### config.mk
export PLATFORM = sky130hd
export DESIGN_NAME = step_sequencer_disp_flat
export DESIGN_NICKNAME = d
export VERILOG_FILES = /design/src/rtl/step_sequencer_disp_if.sv /design/src/rtl/step_sequencer_disp.sv /design/src/flat_wrapper.sv
export SDC_FILE = /design/constraint.sdc
export NUM_CORES = 1
export LEC_CHECK = 0
export ABC_AREA = 1
export BUFFER_PORTS_ARGS = -buffer_cell sky130_fd_sc_hd__buf_4
export CORE_MARGIN = 2
export CORE_UTILIZATION = 45
export CTS_CLUSTER_DIAMETER = 60
export DETAILED_ROUTE_END_ITERATION = 8
export SLEW_MARGIN = 30
export SYNTH_ARGS = -nofsm -noshare
export SYNTH_HDL_FRONTEND = slang
export SYNTH_SLANG_ARGS = --single-unit
### constraint.sdc
create_clock -name clk -period 3.77 [get_ports clk]
set_clock_uncertainty 0.1 [all_clocks]
set_input_delay 0.377 -clock clk [delete_from_list [all_inputs] [get_ports clk]]
set_output_delay 0.377 -clock clk [all_outputs]
set_load 0.02 [all_outputs]
### src/rtl/step_sequencer_disp_if.sv
// Control and display bundle for step_sequencer_disp: mode/load inputs, count/pulse/segment outputs.
// Combinational wiring only; no flow control, outputs are continuously valid.
interface step_sequencer_disp_if #(
   parameter int DIGITS = 2
);
   logic [1:0]          mode;
   logic                load;
   logic [4*DIGITS-1:0] load_val;
   logic [4*DIGITS-1:0] count;
   logic                step;
   logic                wrap;
   logic [DIGITS-1:0]   an;
   logic [6:0]          out;

   modport master (
      output mode, load, load_val,
      input  count, step, wrap, an, out
   );

   modport slave (
      input  mode, load, load_val,
      output count, step, wrap, an, out
   );
endinterface

### src/rtl/step_sequencer_disp.sv
// Tick-driven hex counter (up/down/+3/hold) with a multiplexed active-low seven-segment readout.
// Latency: count updates on the tick edge, step/wrap one cycle later, an/out one cycle behind count.
// No backpressure; optional BLANK_LEADING_ZERO_EN blanks zero-valued upper digits.
module step_sequencer_disp #(
   parameter int CLK_DIV  = 25000000,
   parameter int DIGITS   = 2,
   parameter int SCAN_DIV = 50000
) (
   input  logic                 clk,
   input  logic                 reset,
   step_sequencer_disp_if.slave bus
);
   localparam int W      = 4 * DIGITS;
   localparam int DIV_W  = (CLK_DIV  > 1) ? $clog2(CLK_DIV)  : 1;
   localparam int SCAN_W = (SCAN_DIV > 1) ? $clog2(SCAN_DIV) : 1;
   localparam int IDX_W  = (DIGITS   > 1) ? $clog2(DIGITS)   : 1;

   localparam logic [DIV_W-1:0]  DIV_LAST  = DIV_W'(CLK_DIV - 1);
   localparam logic [SCAN_W-1:0] SCAN_LAST = SCAN_W'(SCAN_DIV - 1);
   localparam logic [IDX_W-1:0]  IDX_LAST  = IDX_W'(DIGITS - 1);
   localparam logic [W:0]        STEP_ONE   = (W+1)'(1);
   localparam logic [W:0]        STEP_THREE = (W+1)'(3);

   typedef enum logic [1:0] {
      MODE_INC  = 2'b00,
      MODE_DEC  = 2'b01,
      MODE_INC3 = 2'b10,
      MODE_HOLD = 2'b11
   } mode_e;

   logic [W-1:0]      count_q,    count_d;
   logic [DIV_W-1:0]  div_cnt_q,  div_cnt_d;
   logic              step_q,     step_d;
   logic              wrap_q,     wrap_d;
   logic [SCAN_W-1:0] scan_cnt_q, scan_cnt_d;
   logic [IDX_W-1:0]  dig_idx_q,  dig_idx_d;
   logic [DIGITS-1:0] an_q,       an_d;
   logic [6:0]        out_q,      out_d;

   logic              tick;
   logic [W:0]        sum_ext;
   logic [3:0]        nib_sel;
`ifdef BLANK_LEADING_ZERO_EN
   logic              upper_zero;
`endif

   function automatic logic [6:0] hex7seg(input logic [3:0] v);
      logic [6:0] seg;
      case (v)
         4'h0: seg = 7'b1000000;
         4'h1: seg = 7'b1111001;
         4'h2: seg = 7'b0100100;
         4'h3: seg = 7'b0110000;
         4'h4: seg = 7'b0011001;
         4'h5: seg = 7'b0010010;
         4'h6: seg = 7'b0000010;
         4'h7: seg = 7'b1111000;
         4'h8: seg = 7'b0000000;
         4'h9: seg = 7'b0010000;
         4'hA: seg = 7'b0001000;
         4'hB: seg = 7'b0000011;
         4'hC: seg = 7'b1000110;
         4'hD: seg = 7'b0100001;
         4'hE: seg = 7'b0000110;
         default: seg = 7'b0001110;
      endcase
      return seg;
   endfunction

   // Divider and count: load wins over a coincident tick and restarts the divider.
   always_comb begin
      tick      = (div_cnt_q == DIV_LAST);
      div_cnt_d = tick ? '0 : div_cnt_q + DIV_W'(1);
      count_d   = count_q;
      step_d    = 1'b0;
      wrap_d    = 1'b0;
      sum_ext   = {1'b0, count_q};

      unique case (mode_e'(bus.mode))
         MODE_INC:  sum_ext = {1'b0, count_q} + STEP_ONE;
         MODE_DEC:  sum_ext = {1'b0, count_q} - STEP_ONE;
         MODE_INC3: sum_ext = {1'b0, count_q} + STEP_THREE;
         MODE_HOLD: sum_ext = {1'b0, count_q};
      endcase

      if (bus.load) begin
         count_d   = bus.load_val;
         div_cnt_d = '0;
      end else if (tick && (mode_e'(bus.mode) != MODE_HOLD)) begin
         count_d = sum_ext[W-1:0];
         step_d  = 1'b1;
         // Bit W is the carry for additions and the borrow for the decrement.
         wrap_d  = sum_ext[W];
      end
   end

   // Scan position and registered digit decode from the current count and digit index.
   always_comb begin
      scan_cnt_d = (scan_cnt_q == SCAN_LAST) ? '0 : scan_cnt_q + SCAN_W'(1);
      dig_idx_d  = dig_idx_q;
      if (scan_cnt_q == SCAN_LAST) begin
         dig_idx_d = (dig_idx_q == IDX_LAST) ? '0 : dig_idx_q + IDX_W'(1);
      end

      nib_sel = count_q[3:0];
`ifdef BLANK_LEADING_ZERO_EN
      upper_zero = 1'b0;
`endif
      for (int i = 0; i < DIGITS; i++) begin
         if (dig_idx_q == IDX_W'(i)) begin
            nib_sel = count_q[4*i +: 4];
`ifdef BLANK_LEADING_ZERO_EN
            upper_zero = (i > 0) && ((count_q >> (4*i)) == '0);
`endif
         end
      end

      an_d  = ~(DIGITS'(1) << dig_idx_q);
      out_d = hex7seg(nib_sel);
`ifdef BLANK_LEADING_ZERO_EN
      if (upper_zero) begin
         out_d = 7'b1111111;
      end
`endif
   end

   // Reset is the lamp test: all digits enabled, all segments lit.
   always_ff @(posedge clk or negedge reset) begin
      if (!reset) begin
         count_q    <= '0;
         div_cnt_q  <= '0;
         step_q     <= 1'b0;
         wrap_q     <= 1'b0;
         scan_cnt_q <= '0;
         dig_idx_q  <= '0;
         an_q       <= '0;
         out_q      <= '0;
      end else begin
         count_q    <= count_d;
         div_cnt_q  <= div_cnt_d;
         step_q     <= step_d;
         wrap_q     <= wrap_d;
         scan_cnt_q <= scan_cnt_d;
         dig_idx_q  <= dig_idx_d;
         an_q       <= an_d;
         out_q      <= out_d;
      end
   end

   assign bus.count = count_q;
   assign bus.step  = step_q;
   assign bus.wrap  = wrap_q;
   assign bus.an    = an_q;
   assign bus.out   = out_q;

endmodule

### src/flat_wrapper.sv
// flat-port wrapper written by rule: the top's interface ports become plain ports
module step_sequencer_disp_flat 
#(
   parameter int CLK_DIV  = 25000000,
   parameter int DIGITS   = 2,
   parameter int SCAN_DIV = 50000
)
  (clk, reset, bus_mode, bus_load, bus_load_val, bus_count, bus_step, bus_wrap, bus_an, bus_out);
  step_sequencer_disp_if #(.DIGITS(DIGITS)) bus_i ();
  input  logic clk;
  input  logic reset;
  input wire logic [$bits(bus_i.mode)-1:0] bus_mode;
  input wire logic [$bits(bus_i.load)-1:0] bus_load;
  input wire logic [$bits(bus_i.load_val)-1:0] bus_load_val;
  output wire logic [$bits(bus_i.count)-1:0] bus_count;
  output wire logic [$bits(bus_i.step)-1:0] bus_step;
  output wire logic [$bits(bus_i.wrap)-1:0] bus_wrap;
  output wire logic [$bits(bus_i.an)-1:0] bus_an;
  output wire logic [$bits(bus_i.out)-1:0] bus_out;
  assign bus_i.mode = bus_mode;
  assign bus_i.load = bus_load;
  assign bus_i.load_val = bus_load_val;
  assign bus_count = bus_i.count;
  assign bus_step = bus_i.step;
  assign bus_wrap = bus_i.wrap;
  assign bus_an = bus_i.an;
  assign bus_out = bus_i.out;
  step_sequencer_disp #(.CLK_DIV(CLK_DIV), .DIGITS(DIGITS), .SCAN_DIV(SCAN_DIV)) u_core (.clk(clk), .reset(reset), .bus(bus_i));
endmodule
==> results of run 1 <==
registers in the layout (all words and copies together) (netlist names):
name               flops
u_core.dig_idx_q       1
u_core.bus.an          2
u_core.scan_cnt_q     16
u_core.bus.out         7
u_core.div_cnt_q      25
u_core.bus.step        1
u_core.bus.count       8
u_core.bus.wrap        1
cells in the final DEF, fill, tap and decap left out, drive strengths merged:
cell type / count
o21a: 2
xnor2: 4
o211ai: 1
bufinv: 2
nand2: 121
or2: 6
ha: 12
clkinv: 2
nor4: 6
clkbuf: 12
nand3b: 1
fa: 1
xor2: 14
a22oi: 1
nand3: 45
a32o: 1
inv: 78
nor3: 20
a21oi: 22
dfrtp: 61
nor2: 73
a21o: 2
buf: 31
o21ai: 28
nand4: 14
nor3b: 1
a211oi: 1
cell families after synthesis:
logic type	Yosys count	share of synthesized area [%]
buf+inv	84	8.53
simple gates	287	34.9
compound gates	58	8.50
flops	61	39.6
xor+xnor	18	4.09
fa+ha+maj	13	4.41
routing by layer:
metal / up-vias / GRT usage [%] / wire [um]
met3: 17 / 5.59 / 465
met5: - / 0 / 0
met4: 0 / 6.46 / 170
li1: 1746 / - / -
met2: 90 / 32.1 / 4080
met1: 1618 / 29.5 / 4340
critical path: stages, from the launching register on:
cell and delay, ps:
dfrtp_1 480, o21ai_0 640, inv_1 210, ha_1 300
o21ai_0 240, o211ai_1 150
synth_stat cells, drive strengths merged:
master / number
nor3b: 1
nor3: 20
inv: 78
buf: 5
nand3: 45
a21o: 2
dfrtp: 61
or2: 6
nand2: 121
nand4: 14
xnor2: 4
a21oi: 22
o211ai: 1
o21ai: 28
clkbuf: 1
fa: 1
nand3b: 1
a32o: 1
ha: 12
a22oi: 1
xor2: 14
o21a: 2
nor4: 6
a211oi: 1
nor2: 73
final cells by class:
class                           instances  share of cell area, %
Sequential cell                        61                   34.6
Timing Repair Buffer                   31                   5.28
Clock inverter                          4                   1.59
Tap cell                              105                   2.98
Multi-Input combinational cell        376                   45.4
Inverter                               78                   6.64
Clock buffer                           12                   3.52
per-stage QoR:
| stage | instances | power, mW | hold slack, ps | util [%] | area, um2 |
|---|---|---|---|---|---|
| 6_report | 667 | 1.69 | 19.3 | 53.4 | 4410 |
| 5_1_grt | 667 | 1.79 | 78.6 | 53.4 | 4410 |
| 4_1_cts | 667 | 1.71 | 35.2 | 53.4 | 4410 |
| 3_5_place_dp | 651 | 1.03 | 356 | 50.7 | 4190 |
| 3_3_place_gp | 651 | 1.03 | 352 | 50.7 | 4190 |
| 2_1_floorplan | 521 | 0.910 | -18.6 | - | 3860 |
power by group through the flow:
stage / logic (mW) / registers (mW) / clock network [mW]
after floorplan: 0.151 / 0.759 / 0
after global placement: 0.299 / 0.728 / 0
after detailed placement: 0.300 / 0.726 / 0
after CTS: 0.303 / 0.715 / 0.688
after global routing: 0.342 / 0.719 / 0.728
final: 0.302 / 0.716 / 0.670
how the worst max path moves through the flow:
stage                             start                 to  slack (ps)  cells past startpoint
floorplan           u_core.bus.count[1]  u_core.bus.out[2]        1830                      6
global placement       u_core.dig_idx_q  u_core.bus.out[3]        1630                      5
detailed placement     u_core.dig_idx_q  u_core.bus.out[3]        1580                      5
CTS                    u_core.dig_idx_q  u_core.bus.out[0]        1560                      5
global route           u_core.dig_idx_q  u_core.bus.out[0]        1400                      5
finish                 u_core.dig_idx_q  u_core.bus.out[0]        1530                      5
==> reports/qor.tcl, run 1 <==
set qor(hold_viol_final) 0
set qor(dr_drc_count) 0
set qor(synthToLayoutAreaGrowth_pct) 14.3
set qor(num-nets-final) 583
set qor(finalWorstSetupSlack_ps) 1530
set qor(p_comb_share_pct) 17.9
set qor(first_pass_drt_iterations) 4
set qor(clock_insertion_delay_worst_skew_ps) 340
set qor(cts.htree.levels) 3
set qor(worst_r2r_path_depth) 5
set qor(drive_above_1_share_pct) 14.6
set qor(cts_num_sinks) 61
set qor(tritoncts_clock_tree) {done}
set qor(r2r-start) {u_core.dig_idx_q}
set qor(portBuffers) 31
set qor(n_fill_cell) 816
set qor(io_pins) 32
set qor(fin_tns_setup_ps) 0
set qor(power_report.internal_total_mw) 1.20
set qor(crit_path_end_kind) {flip-flop}
set qor(cts.repair.resized) 0
set qor(die_height_um) 96.6
set qor(totalWireLength_um) 9060
set qor(vias_per_cell) 5.20
set qor(seqCellArea_um2) 1530
set qor(timing.max_slew.rel_slack_pct) 46.9
set qor(routabilityCongestion) 0.909
set qor(synth_sequential_area_ratio_pct) 39.6
set qor(grt_max_degree) 62
set qor(syn-mean-instance-area_um2) 7.40
set qor(grt_setup_unrepaired) {false}
set qor(finalMaxSlewViolations) 0
set qor(power.static_leakage_nw) 2.15
set qor(grt_pass1_vias) 3242
set qor(initial_utilization_pct) 46.7
set qor(cap_viol_max_count) 0
set qor(path_max_fanout) 10
set qor(die_x_um) 96.6
set qor(distinct_cells_synth) 43
set qor(regToRegSetupSlack_ps) 1530
set qor(synth.ff_latch_count) 61
set qor(clkPwrFrac_pct) 39.7
set qor(worstSetupStartpointType) {flip-flop}
set qor(clkTransAtPathRegs_ps) 80
set qor(cts_buffers) 9
set qor(finalSetupViolCount) 0
set qor(period_minus_slack_ps) 2240
set qor(gr-total-overflow) 0
set qor(seq_power_share_pct) 42.4
set qor(average_wire_per_cell_in_the_routed_design_um) 13.6
set qor(rows) 33
set qor(critPathKind) {flip-flop to flip-flop}
set qor(pre_cts_ws_ps) 1580
set qor(place_hpwl_um) 6590
set qor(placeable_area_um2) 8260
set qor(switching_power_uw) 484
set qor(initial_antenna_violation_count) 0
set qor(synth_nets) 547
set qor(cts.root.buffer_cell) {clkbuf_8}
set qor(vias) 3471
set qor(critical_path.reg2reg.endpoint) {u_core.bus.out[0]}
set qor(multiInputGateArea_um2) 2000
set qor(cts.hold.buffers_added) 0
set qor(antenna-diode-count) 0
set qor(yosys_warnings) 0
set qor(actual_slew_at_the_worst_max_slew_pin_ps) 788
set qor(first_pass_grt_wire_length_um) 15100
set qor(postSynthCellCount) 521
set qor(switching_share_pct) 28.7
set qor(ctsLongestPathBuffers) 2
set qor(pwr_dens_nw_per_um2) 382
set qor(post_synth_main_area_contributors) {dfrtp_1 (40%), nand2_1 (11%), inv_1 (7.0%)}
set qor(synthDominantAreaCellType) {dfrtp_1}
set qor(critical_path_arrival_ps) 2340
set qor(detail-route-antenna-nets) 0
set qor(netlist.area_leader.share_pct) 39.6
set qor(design.die.area_um2) 9330
set qor(netlist_area_um2) 3860
set qor(min_period_over_period_pct) 59.3
set qor(run_status) {finished, final reports clean}
set qor(ir_worst_vdd_mv) 0.218
set qor(grt_usage_pct) 21.1
set qor(hp-class) {input port to asynchronous set/reset pin}
set qor(critical_path_required_ps) 3870
set qor(count_of_buffers_added_by_post_cts_timing_repair_for_setup) 0
set qor(drt-initial-drc-count) 163
set qor(peak_clock_frequency_supported_by_timing_mhz) 447
Power figures use the tool's default switching activity.
==> run 2: changes to the inputs <==
==> constraint.sdc (replaced) <==
create_clock -name clk -period 2.1 [get_ports clk]
set_clock_uncertainty 0.1 [all_clocks]
set_input_delay 0.21 -clock clk [delete_from_list [all_inputs] [get_ports clk]]
set_output_delay 0.21 -clock clk [all_outputs]
set_load 0.02 [all_outputs]
==> run 2 against run 1 <==
  * Sequential power rose by 79%
  * Global-route usage fell by 0.081 points
  * Register-to-register slack got worse by 1300 ps
  * Critical path depth rose by 3
  * Critical endpoint is now u_core.bus.count[1]
==> reports/qor.tcl, run 2 (same netlist as run 1, synthesis figures left out) <==
set qor(peak_clock_frequency_supported_by_timing_mhz) 535 ;# +20%
set qor(seq_power_share_pct) 42.3 ;# about the same
set qor(clock_insertion_delay_worst_skew_ps) 340 ;# about the same
set qor(initial_utilization_pct) 46.7 ;# unchanged
set qor(hold_viol_final) 0 ;# unchanged
set qor(pre_cts_ws_ps) 226 ;# -1360 ps
set qor(power_report.internal_total_mw) 2.14 ;# +78%
set qor(die_height_um) 96.6 ;# unchanged
set qor(drive_above_1_share_pct) 15.5 ;# +0.90 points
set qor(vias) 3429 ;# -1.2%
set qor(cts.htree.levels) 3 ;# unchanged
set qor(antenna-diode-count) 0 ;# unchanged
set qor(cts_buffers) 9 ;# unchanged
set qor(ctsLongestPathBuffers) 2 ;# unchanged
set qor(first_pass_drt_iterations) 4 ;# unchanged
set qor(hp-class) {input port to flip-flop}
set qor(finalMaxSlewViolations) 0 ;# unchanged
set qor(totalWireLength_um) 9160 ;# +1.2%
set qor(switching_share_pct) 29.3 ;# +0.65 points
set qor(p_comb_share_pct) 18.3 ;# +0.4 points
set qor(place_hpwl_um) 6770 ;# +2.7%
set qor(design.die.area_um2) 9330 ;# unchanged
set qor(initial_antenna_violation_count) 0 ;# unchanged
set qor(io_pins) 32 ;# unchanged
set qor(grt_max_degree) 62 ;# unchanged
set qor(switching_power_uw) 888 ;# +84%
set qor(critical_path_arrival_ps) 1980 ;# -360 ps
set qor(cts_num_sinks) 61 ;# unchanged
set qor(clkPwrFrac_pct) 39.3 ;# -0.4 points
set qor(period_minus_slack_ps) 1870 ;# -367 ps
set qor(vias_per_cell) 5.10 ;# -2.1%
set qor(finalPower_mw) 3.03 ;# +79%
set qor(die_x_um) 96.6 ;# unchanged
set qor(largest_register) {u_core.div_cnt_q}
set qor(portBuffers) 31 ;# unchanged
set qor(dr_drc_count) 0 ;# unchanged
set qor(first_pass_grt_wire_length_um) 15300 ;# +0.82%
set qor(commonest_non_fill_non_tap_cell_in_the_layout) {nand2_1}
set qor(worstSetupStartpointType) {flip-flop}
set qor(n_fill_cell) 794 ;# -2.7%
set qor(grt_usage_pct) 21.0 ;# -0.081 points
set qor(average_wire_per_cell_in_the_routed_design_um) 13.6 ;# +0.26%
set qor(min_period_over_period_pct) 89.0 ;# +30 points
set qor(critPathKind) {flip-flop to flip-flop}
set qor(finalWorstSetupSlack_ps) 230 ;# -1300 ps
set qor(routabilityCongestion) 0.890 ;# -2.0%
set qor(cap_viol_max_count) 0 ;# unchanged
set qor(rows) 33 ;# unchanged
set qor(count_of_buffers_added_by_post_cts_timing_repair_for_setup) 0 ;# unchanged
set qor(num-nets-final) 589 ;# +1.0%
set qor(largest_reg_flops) 25 ;# unchanged
set qor(grt_setup_unrepaired) {false}
set qor(gr-total-overflow) 0 ;# unchanged
set qor(clkTransAtPathRegs_ps) 80 ;# about the same
set qor(drt-initial-drc-count) 149 ;# -8.6%
set qor(placeable_area_um2) 8260 ;# unchanged
set qor(tritoncts_clock_tree) {done}
set qor(path_max_fanout) 13 ;# +3
set qor(detail-route-antenna-nets) 0 ;# unchanged
set qor(synthToLayoutAreaGrowth_pct) 15.5
set qor(finalSetupViolCount) 0 ;# unchanged
set qor(actual_slew_at_the_worst_max_slew_pin_ps) 777 ;# -11.5 ps
set qor(ir_worst_vdd_mv) 0.384 ;# +76%
set qor(cts.root.buffer_cell) {clkbuf_8}
set qor(pwr_dens_nw_per_um2) 679 ;# +78%
set qor(crit_path_end_kind) {flip-flop}
set qor(timing.max_slew.rel_slack_pct) 48.2 ;# +1.3 points
set qor(grt_pass1_vias) 3230 ;# -0.37%
set qor(power.static_leakage_nw) 2.18 ;# +1.2%
set qor(critical_path_required_ps) 2210 ;# -1660 ps
set qor(final_cell_mix) {nand2_1 (115), inv_1 (72), nor2_1 (68), dfrtp_1 (61), nand3_1 (42)}
set qor(run_status) {finished, final reports clean}
set qor(fin_tns_setup_ps) 0 ;# unchanged
run 2: cell types whose count changed in the layout (fill, tap and decap cells not counted):
cell / change
buf_4: +5
clkbuf_8: -1
clkbuf_1: -1
clkinv_4: +1
dlygate4sd3_1: +1
clkinvlp_4: +1
run 2: worst paths after layout:
check / from / endpoint / slack (ps) / depth (start not counted)
max: u_core.div_cnt_q[0] / u_core.bus.count[1] / 230 / 8
min: bus_load_val[5] / u_core.bus.count[5] / 40 / 3
max reg2reg: u_core.div_cnt_q[0] / u_core.bus.count[1] / 230 / 8
min reg2reg: u_core.scan_cnt_q[0] / u_core.scan_cnt_q[0] / 370 / 1
max in group asynchronous: reset / u_core.scan_cnt_q[0] / 990 / 2
min in group asynchronous: reset / u_core.bus.count[5] / 390 / 2
run 2: power by group through the flow:
stage	logic, mW	registers [mW]	clock network [mW]
after floorplan	0.271	1.36	0
after global placement	0.550	1.30	0
after detailed placement	0.555	1.30	0
after CTS	0.559	1.28	1.22
after global routing	0.625	1.29	1.27
final	0.555	1.28	1.19
run 2: stage by stage:
stage	utilization (%)	cells	hold WS, ps	area (um2)
4_1_cts	54.0	673	34.8	4460
5_1_grt	54.0	673	41.5	4460
3_3_place_gp	51.1	656	246	4220
3_5_place_dp	51.1	656	253	4220
6_report	54.0	673	35.1	4460
2_1_floorplan	-	521	-186	3860
run 2: timing repair:
item / in CTS / in global routing
gates resized for setup: 0 / 0
endpoints found under the hold margin: 61 / 0
hold buffers: 1 / 0
run 2: final cells by class:
type / count / area [um2] / share of cell area (%)
clock inverter: 6 / 86.3 / 1.94
multi-input combinational: 376 / 2000 / 44.9
clock buffer: 10 / 138 / 3.09
tap: 105 / 131 / 2.95
sequential: 61 / 1530 / 34.3
inverter: 78 / 293 / 6.57
timing repair buffer: 37 / 280 / 6.29
run 2: worst max-delay path: stages, from the launching register on:
cell	delay, ps
dfrtp_1	420
ha_1	250
nand2_2	90
nor2_4	150
nand4_1	120
nor2_2	150
nand3_2	80
nand2_2	230
o21ai_0	140
run 2: routing by layer:
layer  part of all wire, %  vias to the layer above  global-route usage, %  wire, um
met3                   4.8                       10                   3.49       440
met4                   1.3                        0                   6.81       120
met1                    49                     1571                   29.5      4450
li1                      -                     1771                      -         -
met5                     0                        -                      0         0
met2                    45                       77                   33.2      4150
==> run 3: changes to the inputs <==
==> constraint.sdc (replaced) <==
create_clock -name clk -period 2.38 [get_ports clk]
set_clock_uncertainty 0.1 [all_clocks]
set_input_delay 0.238 -clock clk [delete_from_list [all_inputs] [get_ports clk]]
set_output_delay 0.238 -clock clk [all_outputs]
set_load 0.02 [all_outputs]
==> run 3 against run 2 <==
  * Sequential power is 12% lower
  * Final area is 1.2% lower
  * Maximum frequency is 0.16% lower
  * Via count is 0.96% lower
  * Largest cell class unchanged
  * Die area stayed put
  * Highest routed layer unchanged
  * Wire length is 1.7% lower
  * Register-to-register slack better by 280 ps
  * Non-clock buffer count is 1 lower
  * Global-route usage is 0.072 points lower
  * Critical path depth stayed put
==> reports/qor.tcl, run 3 (same netlist as run 1, synthesis figures left out) <==
set qor(seqCellArea_um2) 1530 ;# unchanged
set qor(period_minus_slack_ps) 1870 ;# +2.96 ps
set qor(die_x_um) 96.6 ;# unchanged
set qor(grt_setup_unrepaired) {false}
set qor(first_pass_drt_iterations) 4 ;# unchanged
set qor(hp-class) {input port to flip-flop}
set qor(num-nets-final) 588 ;# -0.17%
set qor(n_fill_cell) 835 ;# +5.2%
set qor(tritoncts_clock_tree) {done}
set qor(first_pass_grt_wire_length_um) 15100 ;# -1.0%
set qor(count_of_buffers_added_by_post_cts_timing_repair_for_setup) 0 ;# unchanged
set qor(crit_path_end_kind) {flip-flop}
set qor(peak_clock_frequency_supported_by_timing_mhz) 534 ;# -0.16%
set qor(cp.buffers_inverters) 1 ;# +1
set qor(portBuffers) 31 ;# unchanged
set qor(place.detailed.instances) 655 ;# -0.15%
set qor(ctsLongestPathBuffers) 2 ;# unchanged
set qor(finalSetupViolCount) 0 ;# unchanged
set qor(average_wire_per_cell_in_the_routed_design_um) 13.4 ;# -1.5%
set qor(detail-route-antenna-nets) 0 ;# unchanged
set qor(routabilityCongestion) 0.911 ;# +2.4%
set qor(largest_reg_flops) 25 ;# unchanged
set qor(cts.root.buffer_cell) {clkbuf_8}
set qor(timing.critical_path.slowest_cell_delay_ps) 430 ;# about the same
set qor(drt-initial-drc-count) 208 ;# +40%
set qor(cts.htree.levels) 3 ;# unchanged
set qor(drive_above_1_share_pct) 15.0 ;# -0.50 points
set qor(synthToLayoutAreaGrowth_pct) 14.2
set qor(min_period_over_period_pct) 78.7 ;# -10 points
set qor(grt_pass1_vias) 3258 ;# +0.87%
set qor(actual_slew_at_the_worst_max_slew_pin_ps) 778 ;# +0.732 ps
set qor(vias) 3396 ;# -0.96%
set qor(cts_buffers) 9 ;# unchanged
set qor(clkTransAtPathRegs_ps) 70 ;# about the same
set qor(placeable_area_um2) 8260 ;# unchanged
set qor(grt_use_met3_pct) 3.57 ;# +0.078 points
set qor(io_pins) 32 ;# unchanged
set qor(multiInputGateArea_um2) 2000 ;# unchanged
set qor(finalMaxSlewViolations) 0 ;# unchanged
set qor(cts_num_sinks) 61 ;# unchanged
set qor(crit_slowest_cell) {dfrtp_1}
set qor(ir_worst_vdd_mv) 0.441 ;# +15%
set qor(timing.max_slew.rel_slack_pct) 48.2 ;# -0.049 points
set qor(gr-total-overflow) 0 ;# unchanged
set qor(utilization_pct) 53.3 ;# -0.64 points
set qor(crit_chain) {ha_1, nand2_2, nor2_4, inv_2, nor3_4, a21oi_1, o21ai_0, a21oi_1}
set qor(initial_utilization_pct) 46.7 ;# unchanged
set qor(post_layout_nonfiller_instances) 672 ;# -0.15%
set qor(initial_antenna_violation_count) 0 ;# unchanged
set qor(grt_usage_pct) 21.0 ;# -0.072 points
set qor(hold_viol_final) 0 ;# unchanged
set qor(critical_path.top_delay_family) {simple AND/OR/NAND/NOR gates}
set qor(pwr_dens_nw_per_um2) 561 ;# -17%
set qor(power.static_leakage_nw) 2.15 ;# -1.5%
set qor(final_cell_mix) {nand2_1 (115), inv_1 (72), nor2_1 (68), dfrtp_1 (61), nand3_1 (42)}
set qor(globalRouteMet2Util_pct) 33.1 ;# -0.12 points
set qor(grt_max_degree) 62 ;# unchanged
set qor(critPathKind) {flip-flop to flip-flop}
set qor(fin_tns_setup_ps) 0 ;# unchanged
set qor(critical_path_arrival_ps) 2000 ;# +20 ps
set qor(die_height_um) 96.6 ;# unchanged
set qor(dr_drc_count) 0 ;# unchanged
set qor(grt-busiest-layer) {met2}
set qor(regToRegSetupSlack_ps) 510 ;# +280 ps
set qor(run_status) {finished, final reports clean}
set qor(final.hold.worst_slack_ps) 80.9 ;# +45.9 ps
set qor(cts.hold.buffers_added) 1 ;# unchanged
set qor(place_hpwl_um) 6620 ;# -2.2%
set qor(path_max_fanout) 6 ;# -7
set qor(design.die.area_um2) 9330 ;# unchanged
set qor(totalWireLength_um) 9010 ;# -1.7%
set qor(cap_viol_max_count) 0 ;# unchanged
set qor(antenna-diode-count) 0 ;# unchanged
set qor(grtUsageMet1_pct) 29.0 ;# -0.50 points
set qor(clock_insertion_delay_worst_skew_ps) 340 ;# about the same
set qor(cpMostUsedCell) {a21oi_1}
set qor(commonest_non_fill_non_tap_cell_in_the_layout) {nand2_1}
set qor(critical_path_required_ps) 2500 ;# +290 ps
set qor(worstSetupStartpointType) {flip-flop}
set qor(cts.repair.resized) 0 ;# unchanged
set qor(rows) 33 ;# unchanged
set qor(vias_per_cell) 5.05 ;# -0.82%
set qor(largest_register) {u_core.div_cnt_q}
run 3: cell types whose count changed in the layout (fill, tap and decap cells not counted):
| cell | delta |
|---|---|
| clkbuf_8 | +1 |
| clkinvlp_4 | +1 |
| clkinv_2 | -1 |
| clkbuf_1 | +2 |
| bufinv_16 | -2 |
| clkinv_4 | -1 |
| buf_4 | -1 |
run 3: layout make-up:
class | instances | area share, %
Multi-Input combinational cell | 376 | 45.5
Sequential cell | 61 | 34.7
Inverter | 78 | 6.65
Timing Repair Buffer | 36 | 6.19
Clock buffer | 13 | 3.61
Tap cell | 105 | 2.98
Clock inverter | 3 | 0.455
run 3: path summary, 6_finish.rpt:
path                                      start                    to  cells after the start
max                         u_core.div_cnt_q[0]  u_core.div_cnt_q[20]                      8
min                             bus_load_val[5]   u_core.bus.count[5]                      3
max reg2reg                 u_core.div_cnt_q[0]  u_core.div_cnt_q[20]                      8
min reg2reg                u_core.scan_cnt_q[0]  u_core.scan_cnt_q[0]                      1
max in group asynchronous                 reset  u_core.scan_cnt_q[9]                      2
min in group asynchronous                 reset  u_core.div_cnt_q[12]                      2
run 3: worst register-to-register path: stages (launching register included):
cell	delay (ps)
dfrtp_1	430
ha_1	250
nand2_2	90
nor2_4	140
inv_2	60
nor3_4	280
a21oi_1	220
o21ai_0	120
a21oi_1	70
run 3: per-layer routing:
metal | share of wire [%] | vias up
met4 | 1.3 | 0
met2 | 45 | 64
met5 | 0 | -
met1 | 49 | 1564
met3 | 4.1 | 10
li1 | - | 1758
run 3: where the power goes:
part / internal [mW] / switching (mW)
clock network: 0.434 / 0.419
logic: 0.182 / 0.305
registers: 1.09 / 0.0437
total: 1.70 / 0.767
run 3: stage by stage:
step / setup slack (ps) / area [um2] / power (mW)
detailed placement: 480 / 4220 / 1.64
floorplan: 442 / 3860 / 1.44
finish: 507 / 4400 / 2.47
global route: 364 / 4400 / 2.61
global placement: 482 / 4220 / 1.63
CTS: 502 / 4400 / 2.50
